--- src/rtl/jtsbaskt_snd_arb.sv ---
// Purpose: shares one SDRAM read slot between the sound Z80 ROM fetch and the VLM5030 PCM fetch; one-entry tag/data buffer per requester.
// Latency: hit 0 cycles (combinational ok); miss from idle slot: cs@0 -> mem_cs@1 -> mem_ok@n -> ok@n+1; one GAP cycle between slot requests.
// Backpressure: requesters hold cs until ok; slot request (mem_cs/mem_addr) held stable until mem_ok. Optional stats: JTSBASKT_ARB_STATS_EN.
module jtsbaskt_snd_arb #(
  parameter int                CPU_AW     = 13,
  parameter int                PCM_AW     = 16,
  parameter int                MEM_AW     = 17,
  parameter logic [MEM_AW-1:0] PCM_OFFSET = MEM_AW'('h02000)
) (
  input  logic              clk,
  input  logic              rst_n,
  input  logic              cpu_cs,
  input  logic [CPU_AW-1:0] cpu_addr,
  output logic [7:0]        cpu_data,
  output logic              cpu_ok,
  input  logic              pcm_cs,
  input  logic [PCM_AW-1:0] pcm_addr,
  output logic [7:0]        pcm_data,
  output logic              pcm_ok,
  output logic [MEM_AW-1:0] mem_addr,
  output logic              mem_cs,
  input  logic [7:0]        mem_data,
  input  logic              mem_ok
`ifdef JTSBASKT_ARB_STATS_EN
  ,
  output logic [15:0]       stat_cpu_wait,
  output logic [15:0]       stat_pcm_wait
`endif
);

  typedef enum logic [1:0] {IDLE, RD_CPU, RD_PCM, GAP} state_t;

  state_t            state, state_nxt;
  logic              cpu_valid, pcm_valid;
  logic [CPU_AW-1:0] cpu_tag, cpu_ptag;
  logic [PCM_AW-1:0] pcm_tag, pcm_ptag;
  logic              last_pcm;
  logic              cpu_hit, pcm_hit, cpu_miss, pcm_miss;
  logic [MEM_AW-1:0] pcm_slot_addr;

  assign cpu_hit  = cpu_cs & cpu_valid & (cpu_tag == cpu_addr);
  assign pcm_hit  = pcm_cs & pcm_valid & (pcm_tag == pcm_addr);
  assign cpu_miss = cpu_cs & ~cpu_hit;
  assign pcm_miss = pcm_cs & ~pcm_hit;
  assign cpu_ok   = cpu_hit;
  assign pcm_ok   = pcm_hit;

  // PCM data lives after the CPU ROM in the same slot; wraps modulo the slot size
  assign pcm_slot_addr = PCM_OFFSET + MEM_AW'(pcm_addr);

  // State register
  always_ff @(posedge clk) begin
    if (!rst_n) state <= IDLE;
    else        state <= state_nxt;
  end

  // Next-state: on a tie the side not served last wins, so neither can starve
  always_comb begin
    state_nxt = state;
    case (state)
      IDLE: begin
        if (pcm_miss && (!cpu_miss || !last_pcm)) state_nxt = RD_PCM;
        else if (cpu_miss)                        state_nxt = RD_CPU;
      end
      RD_CPU:  if (mem_ok) state_nxt = GAP;
      RD_PCM:  if (mem_ok) state_nxt = GAP;
      default: state_nxt = IDLE;
    endcase
  end

  // Slot request launch, buffer fill and fairness bookkeeping
  always_ff @(posedge clk) begin
    if (!rst_n) begin
      mem_cs    <= 1'b0;
      mem_addr  <= '0;
      cpu_valid <= 1'b0;
      pcm_valid <= 1'b0;
      cpu_tag   <= '0;
      pcm_tag   <= '0;
      cpu_ptag  <= '0;
      pcm_ptag  <= '0;
      cpu_data  <= '0;
      pcm_data  <= '0;
      last_pcm  <= 1'b0;
    end else begin
      case (state)
        IDLE: begin
          if (state_nxt == RD_PCM) begin
            mem_cs   <= 1'b1;
            mem_addr <= pcm_slot_addr;
            pcm_ptag <= pcm_addr;
          end else if (state_nxt == RD_CPU) begin
            mem_cs   <= 1'b1;
            mem_addr <= MEM_AW'(cpu_addr);
            cpu_ptag <= cpu_addr;
          end
        end
        // The fill always uses the address latched at launch, even if the
        // requester moved on or dropped cs meanwhile
        RD_CPU: begin
          if (mem_ok) begin
            cpu_data  <= mem_data;
            cpu_tag   <= cpu_ptag;
            cpu_valid <= 1'b1;
            mem_cs    <= 1'b0;
            last_pcm  <= 1'b0;
          end
        end
        RD_PCM: begin
          if (mem_ok) begin
            pcm_data  <= mem_data;
            pcm_tag   <= pcm_ptag;
            pcm_valid <= 1'b1;
            mem_cs    <= 1'b0;
            last_pcm  <= 1'b1;
          end
        end
        default: mem_cs <= 1'b0;
      endcase
    end
  end

`ifdef JTSBASKT_ARB_STATS_EN
  // Saturating counts of cycles each requester spends waiting on a miss
  always_ff @(posedge clk) begin
    if (!rst_n) begin
      stat_cpu_wait <= '0;
      stat_pcm_wait <= '0;
    end else begin
      if (cpu_miss && stat_cpu_wait != 16'hFFFF) stat_cpu_wait <= stat_cpu_wait + 16'd1;
      if (pcm_miss && stat_pcm_wait != 16'hFFFF) stat_pcm_wait <= stat_pcm_wait + 16'd1;
    end
  end
`endif

endmodule

--- config.mk ---
export PLATFORM = sky130hd
export DESIGN_NAME = jtsbaskt_snd_arb
export DESIGN_NICKNAME = d
export VERILOG_FILES = /design/src/rtl/jtsbaskt_snd_arb.sv
export SDC_FILE = /design/constraint.sdc
export NUM_CORES = 1
export LEC_CHECK = 0
export CAP_MARGIN = 20
export CORE_MARGIN = 3
export CORE_UTILIZATION = 56
export DETAILED_ROUTE_END_ITERATION = 8
export HOLD_SLACK_MARGIN = 0.15
export PLACE_DENSITY = 0.85
export SLEW_MARGIN = 5
export SYNTH_ARGS = -nofsm -noshare
export SYNTH_HDL_FRONTEND = slang
export SYNTH_SLANG_ARGS = --single-unit
--- constraint.sdc ---
create_clock -name clk -period 5.7 [get_ports clk]
set_input_delay 1.14 -clock clk [delete_from_list [all_inputs] [get_ports clk]]
set_output_delay 1.14 -clock clk [all_outputs]
set_load 0.05 [all_outputs]
=== Word level (Yosys, flattened, before mapping) ===
Index checks and enable logic that the tools add are counted.

* Word-level logic and storage cells: 59
* Register bits: 97
* Input bits: 42

* Multiplexer cells: 12
* Equal/unequal tests: 10
* Reductions and logical operators: 15
* Bitwise gates (word level): 9
* Add/sub/neg operators: 1

{| class="wikitable"
|+ Operators by type and width
! operator !! count
|-
| $mux 17 || 2
|-
| $add 14x16->17 const A || 1
|-
| $eq 16x16->1 || 1
|-
| $eq 13x13->1 || 1
|-
| $reduce_and 2->1 || 5
|-
| $and 1x1->1 || 6
|-
| $mux 2 || 3
|-
| $reduce_and 3->1 || 2
|-
| $eq 2x1->1 const B || 2
|-
| $eq 2x2->1 const B || 2
|-
| $mux 1 || 4
|-
| $ne 2x2->1 const B || 2
|-
| $pmux 1 s2 || 2
|-
| $pmux 2 s2 || 1
|-
| $reduce_bool 2->1 || 2
|-
| $ne 3x3->1 const B || 1
|-
| $not 1->1 || 3
|-
| $logic_not 1->1 || 2
|-
| $logic_not 2->1 || 1
|-
| $ne 2x1->1 const B || 1
|-
| $reduce_or 2->1 || 1
|-
| $logic_and 1x1->1 || 1
|-
| $logic_or 1x1->1 || 1
|}

=== Depth between registers and ports, before layout ===
Gate-level depths: netlist of run 1.

* Word-level depth: 13
* Gate-level depth with buffers: 13

=== Least setup slack after synthesis of run 1 ===
Ideal clock, no wire load.

* Path kind: input port to flip-flop
* Start point: input port pcm_addr[8]
* End point: register mem_addr[10]
* Setup slack: 1.503 ns
* Cell stages on the path: 11
* Data arrival time: 4.081 ns
* Required time: 5.584 ns
* Library setup time: 0.116 ns
* Cell sequence: xor2_1 nor4_1 nand4_1 nor3_2 a311oi_4 o32a_1 ha_1 nor2_1 clkbuf_1 nand2_1 o211a_1

* Longest elaborated chain between the ends: 10
* Elaborated cells between the ends (all ways): 13
* Those cells by class: add/sub (1); eq/ne (3); mux (3); bitwise (3); reduce/logical (3)

{| class="wikitable"
|+ RTL lines
! item !! line !! text
|-
| from (decl) || 17 || <nowiki>input logic [PCM_AW-1:0] pcm_addr,</nowiki>
|-
| $eq 16x16->1 * || 42 || <nowiki>assign pcm_hit = pcm_cs & pcm_valid & (pcm_tag == pcm_addr);</nowiki>
|-
| $and 1x1->1 * || 42 ||
|-
| named net pcm_ok || 19 || <nowiki>output logic pcm_ok,</nowiki>
|-
| $not 1->1 * || 44 || <nowiki>assign pcm_miss = pcm_cs & ~pcm_hit;</nowiki>
|-
| $and 1x1->1 * || 44 ||
|-
| $logic_and 1x1->1 * || 62 || <nowiki>if (pcm_miss && (!cpu_miss || !last_pcm)) state_nxt = RD_PCM;</nowiki>
|-
| $mux 2 * || 62 ||
|-
| $pmux 2 s2 * || 60 || <nowiki>case (state)</nowiki>
|-
| $eq 2x2->1 / $eq 2x1->1 (equally long branches) || 88, 92 ||
|-
| $reduce_bool 2->1 (no line) || - ||
|-
| $reduce_and 2->1 (no line) || - ||
|-
| to (signal assigned) || 90 || <nowiki>mem_addr <= pcm_slot_addr;</nowiki>
|-
| to (signal assigned) || 94 || <nowiki>mem_addr <= MEM_AW'(cpu_addr);</nowiki>
|-
| to (decl) || 20 || <nowiki>output logic [MEM_AW-1:0] mem_addr,</nowiki>
|}

Mark *: on every way through the listed nets, which the timed path passes. The rest lies on a longest branch.
A chain may end at the register's enable or synchronous reset.

=== Final worst setup path of run 1 ===
* Start point: input port pcm_addr[8]
* End point: output port pcm_ok

* Longest elaborated chain between the ends: 2

{| class="wikitable"
|+ RTL lines
! item !! line
|-
| $eq 16x16->1 || 42
|-
| $and 1x1->1 || 42
|-
| to (decl) || 19
|}

No other way between the ends.

==> summary.txt, run 1 <==
Route
  • Via/cell ratio: 5.40
  • Met3 WL: between 600 and 700 um
  • Via count: between 3000 and 4000
  • WL per Instance: 15.5 um
  • Antenna-violating nets left: 0
  • Final Routed Wirelength: between 10000 and 15000 um
  • Initial DRC Count: 192
  • Top Metal Used: met4
  • Met1 WL: about 4400 um
  • Drt drc: 0
  • WL met2: about 4800 um
  • Initial DRT Pass Iterations: 4

Floorplanning
  • Io pins: 78
  • Row cnt: 31
  • Core area: 0.00729 mm^2
  • Die X: a little over 90 um
  • Die ar.: about 0.0086 mm^2
  • Initial Util: approximately 58%
  • Die Y: slightly above 90 um

Yosys
  • Post-Syn Area: roughly 0.0042 mm^2
  • Mapped Nets: 537
  • Ys flop type: dfxtp_1
  • Post-synth EDFFs: 0
  • FF+latch count, synth: between 90 and 100
  • Seq/Total Area, Yosys: a little under half
  • Ys async rst share: 0%
  • Post-synth cell types: 36
  • Gate Count Post-Synth: just under 500
  • Syn Area/Cell: around 8.7 um^2
  • Ys Warns: 0

Final layout
  • Most common cell after layout, fill and taps aside: nand2_1
  • Layout Nets: around 600
  • ANT cells: 0
  • Footprint of the multi-input gates: 0.00216 mm^2
  • Final Instance Area: between 0.005 and 0.006 mm^2
  • Fill cells: 578
  • FF+latch area: roughly 0.0019 mm^2
  • Layout cells sized above 1: 4.15%
  • Most frequent cells in the layout: 170 x nand2_1, 97 x dfxtp_1, 76 x clkdlybuf4s50_1
  • Post-Route Utilization: a little under three quarters
  • Synth-to-layout area growth: 23.4%

Critical path
  • WS Path Type: input port to output pin
  • CP Launch Type: input port
  • CP required: ~4.6 ns
  • Crit Path Max Fanout: 3
  • Arrival time worst endpoint: about 3.6 ns
  • Crit. End Element: output pin

Clock tree
  • CTS Hold Bufs: 0
  • Resized cells post-CTS: 0
  • Clock buffer count from CTS: 9
  • Root Driver: clkbuf_8
  • Htree depth: 3
  • Max Root-Sink Buffers: 2
  • Clk_lat worst skew: approximately 0.35 ns
  • Reg clk slew, reported paths: 0.08 ns
  • Post-CTS Setup Bufs: 0
  • Clk sinks: 97
  • CTS tree: done

Timing
  • Final min period: between 4 and 5 ns
  • RSZ-0062 raised after global routing: no
  • Slew Limit Fails: 0
  • Worst slew pin tran: about 1.1 ns
  • Final setup viols: 0
  • Final Skew: between 0.01 and 0.015 ns
  • Rel. slew slack: roughly 27%
  • FMAX: 211 MHz
  • Final Hold Slack: 0.452 ns
  • Final Cycle Share: roughly 83%
  • Setup TNS: 0 ns
  • Final count of hold timing violations: 0

Global routing
  • Initial antenna violation count: 0
  • All-Layer GR Usage: between 20% and 30%
  • Pin count of the biggest net entering global routing: 97
  • Overflow after GRT: 0
  • Vias in the first global route: roughly 3500
  • First-pass GRT wire length: 16700 um

Placed design
  • Placed instance area: 0.00503 mm^2
  • Post-DP HPWL: about 7000 um
  • Port Buffer Count: 77
  • Final GP Congestion: a little over 0.8

Run
  • Max capacitance violation total: 0

Outcome
  • Status: complete, no violations

Power
  • Pwr per Cell Area: about 470 mW/mm^2
  • Worst VDD drop: 0.000239 V
  • Final Total Pwr: roughly 2500 uW
  • LEAKAGE: a little under 0.002 uW

Worst hold path
  • Hold/Removal Path Class: flop to flop
power by group:
part / switching (uW) / internal (uW)
combinational: 720 / 401
sequential: 80.7 / 830
clock: 228 / 200
total: 1030 / 1430
synthesized netlist by cell type (all sizes together) (2+ instances only):
master,count,area (um^2)
nand4,5,31.3
dfxtp,97,1940
clkbuf,27,101
o21ai,2,10.0
nor2b,3,18.8
o211a,13,130
a21oi,3,15.0
nand2b,4,25.0
inv,5,18.8
nor2,4,15.0
nor4,3,18.8
mux2i,13,130
o21a,2,15.0
and2,5,31.3
a21boi,76,571
xor2,13,114
ha,7,87.6
nand2,170,638
xnor2,17,149
nand3,4,20.0
buf,2,8.75
metrics by stage:
step	setup slack, ns	instances
floorplan	1.50	488
global placement	0.997	638
detailed placement	0.962	638
CTS	0.955	653
global route	0.796	653
finish	0.969	653
cell families after synthesis:
kind of cell / Yosys count / synth area share [%]
AO/OA/AOI/OAI: 106 / 20.0
flip-flops: 97 / 46.0
buffers and inverters: 34 / 3.05
multiplexers: 13 / 3.08
adder cells (fa/ha/maj): 7 / 2.07
AND/OR/NAND/NOR: 201 / 19.6
XOR/XNOR: 30 / 6.22
path summary, 6_finish.rpt:
path,start,to,slack (ns),cells past startpoint
worst max register to register,cpu_tag[11],pcm_ptag[12],2.42,9
worst min register to register,pcm_ptag[3],pcm_tag[3],0.45,2
worst min-delay path,pcm_ptag[3],pcm_tag[3],0.45,2
worst max-delay path,pcm_addr[8],pcm_ok,0.97,6
metal layers:
metal | up-vias | GRT usage (%)
met5 | - | 0
met4 | 0 | 10.7
met3 | 18 | 5.28
met2 | 119 | 41.6
met1 | 1650 | 29.2
li1 | 1737 | -
critical path, cell delays in order:
cell and delay (ns):
clkdlybuf4s50_1 0.47, xor2_1 0.18, nor4_1 0.42, nand4_1 0.17
nor3_2 0.31, clkdlybuf4s50_1 0.90
area by class of cell:
cell class | instances | share of cell area, %
Clock buffer | 10 | 2.45
Clock inverter | 5 | 1.10
Inverter | 5 | 0.360
Multi-Input combinational cell | 357 | 41.4
Sequential cell | 97 | 37.2
Tap cell | 99 | 2.38
Timing Repair Buffer | 80 | 15.1
registers in the layout, indices dropped and copies added, names as in the netlist:
register	count
mem_addr	17
pcm_ptag	16
pcm_tag	16
cpu_ptag	13
cpu_tag	13
cpu_data	8
pcm_data	8
state	2
cpu_valid	1
last_pcm	1
mem_cs	1
pcm_valid	1
Power figures use the tool's default switching activity.
==> run 2: changes to the inputs <==
--- a/config.mk
+++ b/config.mk
@@ -7,10 +7,10 @@
 export LEC_CHECK = 0
 export CAP_MARGIN = 20
 export CORE_MARGIN = 3
-export CORE_UTILIZATION = 56
+export CORE_UTILIZATION = 47
 export DETAILED_ROUTE_END_ITERATION = 8
 export HOLD_SLACK_MARGIN = 0.15
-export PLACE_DENSITY = 0.85
+export PLACE_DENSITY = 0.76
 export SLEW_MARGIN = 5
 export SYNTH_ARGS = -nofsm -noshare
 export SYNTH_HDL_FRONTEND = slang
==> constraint.sdc (replaced) <==
create_clock -name clk -period 3.87 [get_ports clk]
set_input_delay 0.774 -clock clk [delete_from_list [all_inputs] [get_ports clk]]
set_output_delay 0.774 -clock clk [all_outputs]
set_load 0.05 [all_outputs]
==> summary.txt, run 2 (same netlist as run 1, synthesis figures left out) <==
Critical path
  • Worst path max stage delay: 0.47 ns (was 0.90 ns)
  • Crit path buf inv count: 1 (was 2)
  • Reg2reg end: mem_addr[13] (was pcm_ptag[12])
  • Slowest cell on the critical path: clkdlybuf4s50_1 (unchanged)
  • Worst R2R Path Depth: 11 (was 9)
  • Worst Setup SP: pcm_addr[8] (unchanged)
  • CP Launch Type: input port (unchanged)
  • Crit. End Element: flop (was output pin)
  • Worst setup path end: mem_addr[13] (was pcm_ok)
  • Crit Path Max Fanout: 6 (was 3)
  • Arrival time worst endpoint: 3.85 ns (was 3.59 ns)
  • WS Path Type: input port to flop (was input port to output pin)
  • Crit-path leading delay family: simple AND/OR/NAND/NOR gates (was buffers and inverters)
  • Worst reg2reg startpoint: pcm_tag[8] (was cpu_tag[11])
  • CP Depth: 12 (was 6)
  • Crit-path cells: clkdlybuf4s50_1 > xor2_1 > nor4_1 > nand4_1 > nor3_2 > a311oi_4 > o32a_1 > ha_1 > nand2b_1 > nor3b_1 > a21oi_1 > nor2b_1 (was clkdlybuf4s50_1 > xor2_1 > nor4_1 > nand4_1 > nor3_2 > clkdlybuf4s50_1)
  • Reg2Reg Setup Slack: 0.93 ns (was 2.42 ns)
  • CP required: 4.16 ns (was 4.56 ns)

Power
  • Pwr per Cell Area: 703 mW/mm^2 (was 472 mW/mm^2)
  • Worst VDD drop: 0.000505 V (was 0.000239 V)
  • LEAKAGE: 0.00206 uW (was 0.00194 uW)

Final layout
  • Most frequent cells in the layout: 170 x nand2_1, 97 x dfxtp_1, 74 x clkdlybuf4s50_1 (was 170 x nand2_1, 97 x dfxtp_1, 76 x clkdlybuf4s50_1)
  • Max reg flops: 17 (unchanged)
  • Biggest regs: mem_addr x17, pcm_ptag x16, pcm_tag x16 (unchanged)
  • Synth-to-layout area growth: 28.5% (was 23.4%)
  • Footprint of the multi-input gates: 0.00216 mm^2 (unchanged)
  • Layout cells sized above 1: 7.52% (was 4.15%)
  • ANT cells: 0 (unchanged)
  • Fill cells: 711 (was 578)
  • FF+latch area: 0.00194 mm^2 (unchanged)
  • Most common cell after layout, fill and taps aside: nand2_1 (unchanged)
  • Most flops, register: mem_addr (unchanged)
  • Layout Nets: 616 (was 599)
  • Final Instance Area: 0.00543 mm^2 (was 0.00522 mm^2)

Clock tree
  • Clock buffer count from CTS: 9 (unchanged)
  • CTS tree: done (unchanged)
  • Post-CTS Setup Bufs: 0 (unchanged)
  • Reg clk slew, reported paths: 0.09 ns (was 0.08 ns)
  • Clk_lat worst skew: 0.36 ns (was 0.35 ns)
  • CTS Hold Bufs: 0 (unchanged)
  • Resized cells post-CTS: 0 (unchanged)
  • Clk sinks: 97 (unchanged)
  • Htree depth: 3 (unchanged)
  • Root Driver: clkbuf_8 (unchanged)
  • Max Root-Sink Buffers: 2 (unchanged)

Floorplanning
  • Die X: 101 um (was 92.9 um)
  • Die ar.: 0.0102 mm^2 (was 0.00862 mm^2)
  • Core area: 0.00846 mm^2 (was 0.00729 mm^2)
  • Initial Util: 49.9% (was 57.9%)
  • Row cnt: 33 (was 31)
  • Die Y: 101 um (was 92.9 um)
  • Io pins: 78 (unchanged)

Route
  • Antenna-violating nets left: 0 (unchanged)
  • Drt drc: 0 (unchanged)
  • WL per Instance: 15.1 um (was 15.5 um)
  • Final Routed Wirelength: 10300 um (was 10100 um)
  • Initial DRC Count: 154 (was 192)
  • Via/cell ratio: 5.30 (was 5.40)
  • Initial DRT Pass Iterations: 4 (unchanged)
  • Via count: 3586 (was 3524)

Timing
  • Final Hold Slack: 0.457 ns (was 0.452 ns)
  • RSZ-0062 raised after global routing: no (unchanged)
  • Post-route setup slack: 0.303 ns (was 0.969 ns)
  • Final setup viols: 0 (unchanged)
  • Final min period: between 3 and 4 ns
  • FMAX: 280 MHz
  • Final count of hold timing violations: 0 (unchanged)
  • Final Skew: 0.0119 ns (about the same)
  • Worst slew pin tran: 0.948 ns (was 1.09 ns)
  • Slew Limit Fails: 0 (unchanged)
  • Rel. slew slack: 36.7% (was 27.4%)
  • Final Cycle Share: between 90% and 100%
  • Setup TNS: 0 ns (unchanged)

Placed design
  • Port Buffer Count: 77 (unchanged)
  • Final GP Congestion: 0.851 (was 0.825)
  • Post-DP HPWL: 7300 um (was 7100 um)
  • DP Worst Slack: 0.00780 ns (was 0.962 ns)
  • Placed instance area: 0.00522 mm^2 (was 0.00503 mm^2)

Global routing
  • Pin count of the biggest net entering global routing: 47 (was 97)
  • Overflow after GRT: 0 (unchanged)
  • All-Layer GR Usage: 21.1% (was 24.3%)
  • Vias in the first global route: 3483 (was 3521)
  • First-pass GRT wire length: 16800 um (was 16700 um)
  • Initial antenna violation count: 0 (unchanged)

Outcome
  • Status: complete, no violations (unchanged)

Run
  • Max capacitance violation total: 0 (unchanged)

Worst hold path
  • Hold/Removal Path Class: flop to flop (unchanged)
[run 2: layout make-up]
class | instances | area share (%)
clock buffers | 12 | 2.86
clock inverters | 4 | 0.945
inverters | 5 | 0.346
multi-input cells | 357 | 39.7
flip-flops and latches | 97 | 35.8
well taps | 105 | 2.42
repair buffers | 97 | 17.9
[run 2: per-layer routing]
metal / global-route usage [%] / vias to the layer above / part of all wire, % / wire length (um)
met2: 33.8 / 110 / 46 / 4750
li1: - / 1772 / - / -
met5: 0 / - / 0 / 0
met1: 28.2 / 1688 / 45 / 4660
met3: 4.22 / 16 / 6.4 / 653
met4: 7.56 / 0 / 1.8 / 188
[run 2: power breakdown]
| part | switching, uW | internal [uW] |
|---|---|---|
| sequential | 128 | 1220 |
| clock | 339 | 335 |
| combinational | 1070 | 723 |
[run 2: stage by stage]
step	utilization, %	std cells	total power [uW]
finish	64.1	677	3820
global route	64.1	677	4070
floorplan	-	488	2530
CTS	64.1	677	3840
global placement	61.7	661	3110
detailed placement	61.7	661	3160
[run 2: worst min path at each step]
stage	startpoint	end	slack (ns)	cells past startpoint
after global placement	pcm_ptag[6]	pcm_tag[6]	0.43	2
after CTS	pcm_ptag[8]	pcm_tag[8]	0.46	2
after global routing	pcm_ptag[8]	pcm_tag[8]	0.47	2
after floorplan	cpu_ptag[2]	cpu_tag[2]	0.43	2
final	pcm_ptag[10]	pcm_tag[10]	0.46	2
after detailed placement	pcm_ptag[8]	pcm_tag[8]	0.44	2
[run 2: worst min-delay path, stage by stage (launching register included)]
cell      delay [ns]
dfxtp_1         0.32
nand2_1         0.05
a21boi_1        0.05
